`config.mk`:
```
export PLATFORM = sky130hd
export DESIGN_NAME = hdmi_i2c_target
export DESIGN_NICKNAME = d
export VERILOG_FILES = /design/src/rtl/hdmi_i2c_target.sv
export SDC_FILE = /design/constraint.sdc
export NUM_CORES = 2
export LEC_CHECK = 0
export ABC_AREA = 0
export CORE_ASPECT_RATIO = 1.5
export CORE_MARGIN = 3
export CORE_UTILIZATION = 55
export CTS_BUF_LIST = sky130_fd_sc_hd__clkbuf_4
export CTS_CLUSTER_DIAMETER = 200
export DETAILED_ROUTE_END_ITERATION = 8
export GPL_TIMING_DRIVEN = 0
export PLACE_DENSITY_LB_ADDON = 0.12
export REMOVE_ABC_BUFFERS = 1
export SYNTH_ARGS = -nofsm -noshare
export SYNTH_HDL_FRONTEND = slang
export SYNTH_SLANG_ARGS = --single-unit
```
`constraint.sdc`:
```
create_clock -name clk -period 3.4 [get_ports clk]
set_clock_uncertainty 0.15 [all_clocks]
set_input_delay 0.68 -clock clk [delete_from_list [all_inputs] [get_ports clk]]
set_output_delay 0.68 -clock clk [all_outputs]
set_load 0.01 [all_outputs]
```
`src/rtl/hdmi_i2c_target.sv`:
```
// I2C target for the HDMI TX configuration bus: byte register file behind an 8-bit
// auto-incrementing sub-address. Pin-to-action latency 3 clk; SDA moves only after an SCL fall.
module hdmi_i2c_target #(
    parameter logic [6:0] DEV_ADDR  = 7'h39,
    parameter logic [7:0] RESET_VAL = 8'h00
) (
    input  logic       clk,
    input  logic       resetn,
    input  logic       scl,
    input  logic       sda_in,
    output logic       sda_out,
    input  logic [7:0] reg_raddr,
    output logic [7:0] reg_rdata,
    output logic       wr_strobe,
    output logic [7:0] wr_addr,
    output logic [7:0] wr_data,
    output logic       busy
);
    typedef enum logic [3:0] {
        IDLE, ADDR, ADDR_ACK, SUB, SUB_ACK, WDATA, WDATA_ACK, RDATA, RACK, WAIT
    } state_t;

    state_t     state;
    logic       scl_s1, scl_s2, scl_d;
    logic       sda_s1, sda_s2, sda_d;
    logic       scl_rise, scl_fall, start_det, stop_det;
    logic [3:0] bit_cnt;
    logic [6:0] rx_sh;
    logic [7:0] rx_byte, tx_sh, pointer;
    logic       rw, ack_ph;
    logic [7:0] regs [256];

    // Synchronizers reset to the idle bus level so reset release never fakes a START.
    always_ff @(posedge clk or negedge resetn) begin
        if (!resetn) begin
            scl_s1 <= 1'b1;
            scl_s2 <= 1'b1;
            scl_d  <= 1'b1;
            sda_s1 <= 1'b1;
            sda_s2 <= 1'b1;
            sda_d  <= 1'b1;
        end else begin
            scl_s1 <= scl;
            scl_s2 <= scl_s1;
            scl_d  <= scl_s2;
            sda_s1 <= sda_in;
            sda_s2 <= sda_s1;
            sda_d  <= sda_s2;
        end
    end

    assign scl_rise  = scl_s2 & ~scl_d;
    assign scl_fall  = ~scl_s2 & scl_d;
    assign start_det = scl_s2 & scl_d & sda_d & ~sda_s2;
    assign stop_det  = scl_s2 & scl_d & ~sda_d & sda_s2;
    assign rx_byte   = {rx_sh, sda_s2};

    always_ff @(posedge clk or negedge resetn) begin
        if (!resetn) begin
            state     <= IDLE;
            sda_out   <= 1'b1;
            busy      <= 1'b0;
            wr_strobe <= 1'b0;
            wr_addr   <= '0;
            wr_data   <= '0;
            reg_rdata <= RESET_VAL;
            pointer   <= '0;
            bit_cnt   <= '0;
            rx_sh     <= '0;
            tx_sh     <= '0;
            rw        <= 1'b0;
            ack_ph    <= 1'b0;
            regs      <= '{default: RESET_VAL};
        end else begin
            wr_strobe <= 1'b0;
            reg_rdata <= regs[reg_raddr];
            if (start_det) begin
                state   <= ADDR;
                bit_cnt <= '0;
                sda_out <= 1'b1;
                busy    <= 1'b0;
                ack_ph  <= 1'b0;
            end else if (stop_det) begin
                state   <= IDLE;
                sda_out <= 1'b1;
                busy    <= 1'b0;
                ack_ph  <= 1'b0;
            end else begin
                case (state)
                    ADDR: if (scl_rise) begin
                        rx_sh   <= rx_byte[6:0];
                        bit_cnt <= bit_cnt + 4'd1;
                        if (bit_cnt == 4'd7) begin
                            bit_cnt <= '0;
                            ack_ph  <= 1'b0;
                            if (rx_byte[7:1] == DEV_ADDR) begin
                                busy  <= 1'b1;
                                rw    <= rx_byte[0];
                                tx_sh <= regs[pointer];
                                state <= ADDR_ACK;
                            end else begin
                                state <= WAIT;
                            end
                        end
                    end
                    SUB: if (scl_rise) begin
                        rx_sh   <= rx_byte[6:0];
                        bit_cnt <= bit_cnt + 4'd1;
                        if (bit_cnt == 4'd7) begin
                            bit_cnt <= '0;
                            ack_ph  <= 1'b0;
                            pointer <= rx_byte;
                            state   <= SUB_ACK;
                        end
                    end
                    WDATA: if (scl_rise) begin
                        rx_sh   <= rx_byte[6:0];
                        bit_cnt <= bit_cnt + 4'd1;
                        if (bit_cnt == 4'd7) begin
                            bit_cnt       <= '0;
                            ack_ph        <= 1'b0;
                            regs[pointer] <= rx_byte;
                            wr_strobe     <= 1'b1;
                            wr_addr       <= pointer;
                            wr_data       <= rx_byte;
                            pointer       <= pointer + 8'd1;
                            state         <= WDATA_ACK;
                        end
                    end
                    // First SCL fall drives ACK, second fall ends the ACK clock.
                    ADDR_ACK, SUB_ACK, WDATA_ACK: if (scl_fall) begin
                        if (!ack_ph) begin
                            sda_out <= 1'b0;
                            ack_ph  <= 1'b1;
                        end else begin
                            ack_ph  <= 1'b0;
                            bit_cnt <= '0;
                            if (state == ADDR_ACK && rw) begin
                                sda_out <= tx_sh[7];
                                tx_sh   <= {tx_sh[6:0], 1'b0};
                                state   <= RDATA;
                            end else begin
                                sda_out <= 1'b1;
                                state   <= (state == ADDR_ACK) ? SUB : WDATA;
                            end
                        end
                    end
                    RDATA: begin
                        if (scl_rise) begin
                            bit_cnt <= bit_cnt + 4'd1;
                        end
                        if (scl_fall) begin
                            if (bit_cnt == 4'd8) begin
                                sda_out <= 1'b1;
                                pointer <= pointer + 8'd1;
                                ack_ph  <= 1'b0;
                                state   <= RACK;
                            end else begin
                                sda_out <= tx_sh[7];
                                tx_sh   <= {tx_sh[6:0], 1'b0};
                            end
                        end
                    end
                    RACK: begin
                        if (scl_rise) begin
                            if (sda_s2) begin
                                busy  <= 1'b0;
                                state <= WAIT;
                            end else begin
                                tx_sh  <= regs[pointer];
                                ack_ph <= 1'b1;
                            end
                        end else if (scl_fall && ack_ph) begin
                            sda_out <= tx_sh[7];
                            tx_sh   <= {tx_sh[6:0], 1'b0};
                            bit_cnt <= '0;
                            ack_ph  <= 1'b0;
                            state   <= RDATA;
                        end
                    end
                    default: ;
                endcase
            end
        end
    end
endmodule

```
==> results by group <==
Outcome
  • Status: complete, but fails checks
  • Violations in the final reports: negative setup slack

Place
  • Dpl hpwl: between 200000 and 250000 µm
  • Placed insts: ~9100
  • GP Congestion: 0.8662
  • PortBufs: 38

Layout
  • Nets: 7198
  • Area Growth Syn to Fin: 14.92%
  • Multi-input gate area: between 0.05 and 0.06 mm²
  • FF/Latch Area: 0.05297 mm²
  • Finished Core Util: 0.6370
  • Layout cells sized above 1: 0.6563
  • FILL cells: 14650
  • Most common cell after layout, fill and taps aside: dfrtp_1
  • Most frequent cells in the layout: 2091 x dfrtp_1, 2076 x mux2_2, 1252 x mux4_2
  • Final std cells w/o fill: 10180

Die
  • I/O Pins: 39
  • Die height: 558.9 µm
  • Core region area: ~0.20 mm²
  • FP Rows: between 200 and 250
  • Initial Util: 0.5543
  • Die ar.: 0.2093 mm²
  • Chip width: around 370 µm

Critical path
  • Crit path required time: 4.36 ns
  • Crit Path Max Fanout: 19
  • Reg2reg path depth: 10
  • Startpoint types: register
  • Critical path class: register to register
  • CP Capture Type: register
  • WP data arrival: 4.63 ns

Timing
  • Pins Over Slew Limit: 0
  • Fin crit share: 1.077
  • Fin. Hold Viols: 0
  • Slew margin rel.: 0.2875
  • Final worst slack: -0.2611 ns
  • Post-layout minimum cycle time: 3.661 ns
  • Worst Tran Pin Value: 1.069 ns
  • RSZ-0062 raised after global routing: true
  • Fmax: ~270 MHz
  • # setup viols final: 17

Drt
  • Via count: between 70000 and 80000
  • Detailed-route wire length per cell: 36.42 µm
  • DR vias/cell: 7.030
  • Number of remaining DRC errors: 0
  • Detailed-router iteration count before antenna repair: 6
  • Detailed Route Iter0 Violations: 6562
  • Routed WL: 370900 µm
  • Post-DRT Antenna Nets: 0

Logic synthesis
  • Mean Syn Cell Area: 16.32 µm²
  • Synth top area share: 0.4705
  • Multiplexer share of the synthesized area: 0.4615
  • Largest area contributor in the netlist: dfrtp_1
  • Post-synthesis sequential area ratio: 0.4721
  • Asr flop ratio synth: 1.000
  • #FFs+latches synth: ~2100
  • Synth warn: 0
  • Synth Instances: 6865
  • Adder-Cell Fraction of Synth Area: 0.0007592
  • Main synth FF type: dfrtp_1
  • Largest family of logic cells by synthesized area: multiplexers
  • Post-synthesis xor/xnor area fraction: 0.0001563
  • Number of flops mapped to enable cells by yosys: 0
  • Post-synthesis compound-gate area fraction: 0.01973
  • Netlist cell types: 61
  • Synth top area cells: dfrtp_1 47%, mux4_2 25%, mux2_2 21%, clkbuf_1 1.4%, a22oi_1 1.0%
  • Simple logic cell fraction of the synthesized area: 0.02205
  • Synthesized cell area: 0.1121 mm²

Power and ir drop
  • Leakage Power: between 50 and 60 nW
  • Worst VDD drop: a little over 0.0005 V
  • Pwr dens: 492.1 mW/mm²

Min path
  • Hold Crit Class: input port to asynchronous set/reset pin

Global route
  • Total grt overflow: 0
  • First-pass GRT wire length: 533300 µm
  • Largest net degree at the start of global routing: 170
  • Initial antenna violation count: 12
  • Vias in the first global route: 74510
  • Global router's overall resource usage: 0.3532

Flow run
  • Max Cap Viol: 0

Clocking
  • Clock buffer count from CTS: 550
  • CTS tree: yes
  • Clock root buffer: clkbuf_4
  • Clk sinks: roughly 2100
  • H-tree levels: 6
  • Clock latency on the worst-skew pair: 1.26 ns
  • Clock Tree Buf Depth: 4
  • Worst-path clk slew: 0.08 ns
final timing paths:
path	from	to	slack [ns]
max in group asynchronous	resetn	regs[1143]	0.47
hold reg to reg	sda_s1	sda_s2	0.21
setup / recovery	pointer[0]	tx_sh[3]	-0.26
hold / removal	resetn	regs[597]	0.11
setup reg to reg	pointer[0]	tx_sh[3]	-0.26
min in group clk	sda_s1	sda_s2	0.21
state kept, by name, indices dropped and copies added (netlist names):
register	flops
ack_ph	1
bit_cnt	4
busy	1
pointer	8
reg_rdata	8
regs	2048
rw	1
rx_sh	7
scl_d	1
scl_s1	1
scl_s2	1
sda_d	1
sda_out	1
sda_s1	1
sda_s2	1
state	4
tx_sh	8
wr_addr	8
wr_data	8
wr_strobe	1
logic make-up after synthesis:
logic type                 Yosys count
AOI/OAI and AO/OA                  328
xor gates and xnor gates             2
and+or+nand+nor                    443
buffers and inverters              628
DFF                               2114
muxes                             3343
adders and majority gates            7
per-stage QoR:
stage               area, µm²  power (mW)  hold WS [ns]  worst slack [ns]  setup TNS (ns)
global placement       113200       34.00        0.1958            -94.53               -
global route           128800       65.58       0.09609           -0.2358          -1.592
CTS                    127700       63.17       0.01732           -0.2233          -4.517
finish                 128800       63.37        0.1081           -0.2611          -1.645
floorplan              109500       30.82        0.1952            -19.06               -
detailed placement     116500       38.93        0.1996            -2.498        -3266.46
per-layer routing:
layer	vias to the layer above	global-route usage	routed length, µm
li1	28060	-	-
met1	39080	0.4477	136700
met2	3397	0.5606	177700
met3	1052	0.07033	27910
met4	6	0.2281	28410
met5	-	0	46
power by group:
group          leakage, nW  total, mW  internal (mW)  switching [mW]
clock network         3.98       21.8           11.2            10.6
registers             29.5       26.2           25.4           0.877
logic                 23.3       15.3           5.66            9.64
total                 56.8       63.4           42.2            21.2
area by class of cell:
cell class,instances,share of cell area
Inverter,10,0.0002915
Multi-Input combinational cell,4124,0.4558
Tap cell,2652,0.02576
Clock inverter,107,0.004896
Antenna cell,5,0.00009715
Sequential cell,2114,0.4113
Clock buffer,791,0.04611
Timing Repair Buffer,380,0.05581
cell usage after synthesis, drive strengths merged (3+ instances only):
master / instances
a32oi: 7
a22oi: 150
clkbuf: 415
nand2b: 7
dfstp: 7
nor3b: 5
nand4: 10
mux4: 1252
a21oi: 89
a211oi: 7
or2: 5
o41ai: 18
mux2i: 15
ha: 6
inv: 10
and2: 5
nor3: 11
nor2: 282
nand2: 53
nand3b: 3
dfrtp: 2107
nor2b: 12
o22ai: 3
a31oi: 10
buf: 203
and3: 4
o21ai: 24
nand3: 33
mux2: 2076
critical path: stages (launching register included):
cell     delay, ns
dfrtp_4       0.44
buf_4         0.22
buf_16        0.21
buf_16        0.22
mux4_2        0.58
a22oi_1       0.34
a21oi_1       0.26
o41ai_4       0.57
nand4_1       0.18
mux2i_1       0.19
a21oi_1       0.09
repair_timing:
| action | CTS | global route |
|---|---|---|
| endpoints found under the hold margin | 522 | 0 |
| pin swaps | 51 | 51 |
| hold buffers | 12 | 0 |
| setup buffers | 104 | 52 |
| setup endpoints to repair | 2233 | 1142 |
| gates cloned | 45 | 12 |
| gates resized for setup | 406 | 69 |
Power figures use the tool's default switching activity.
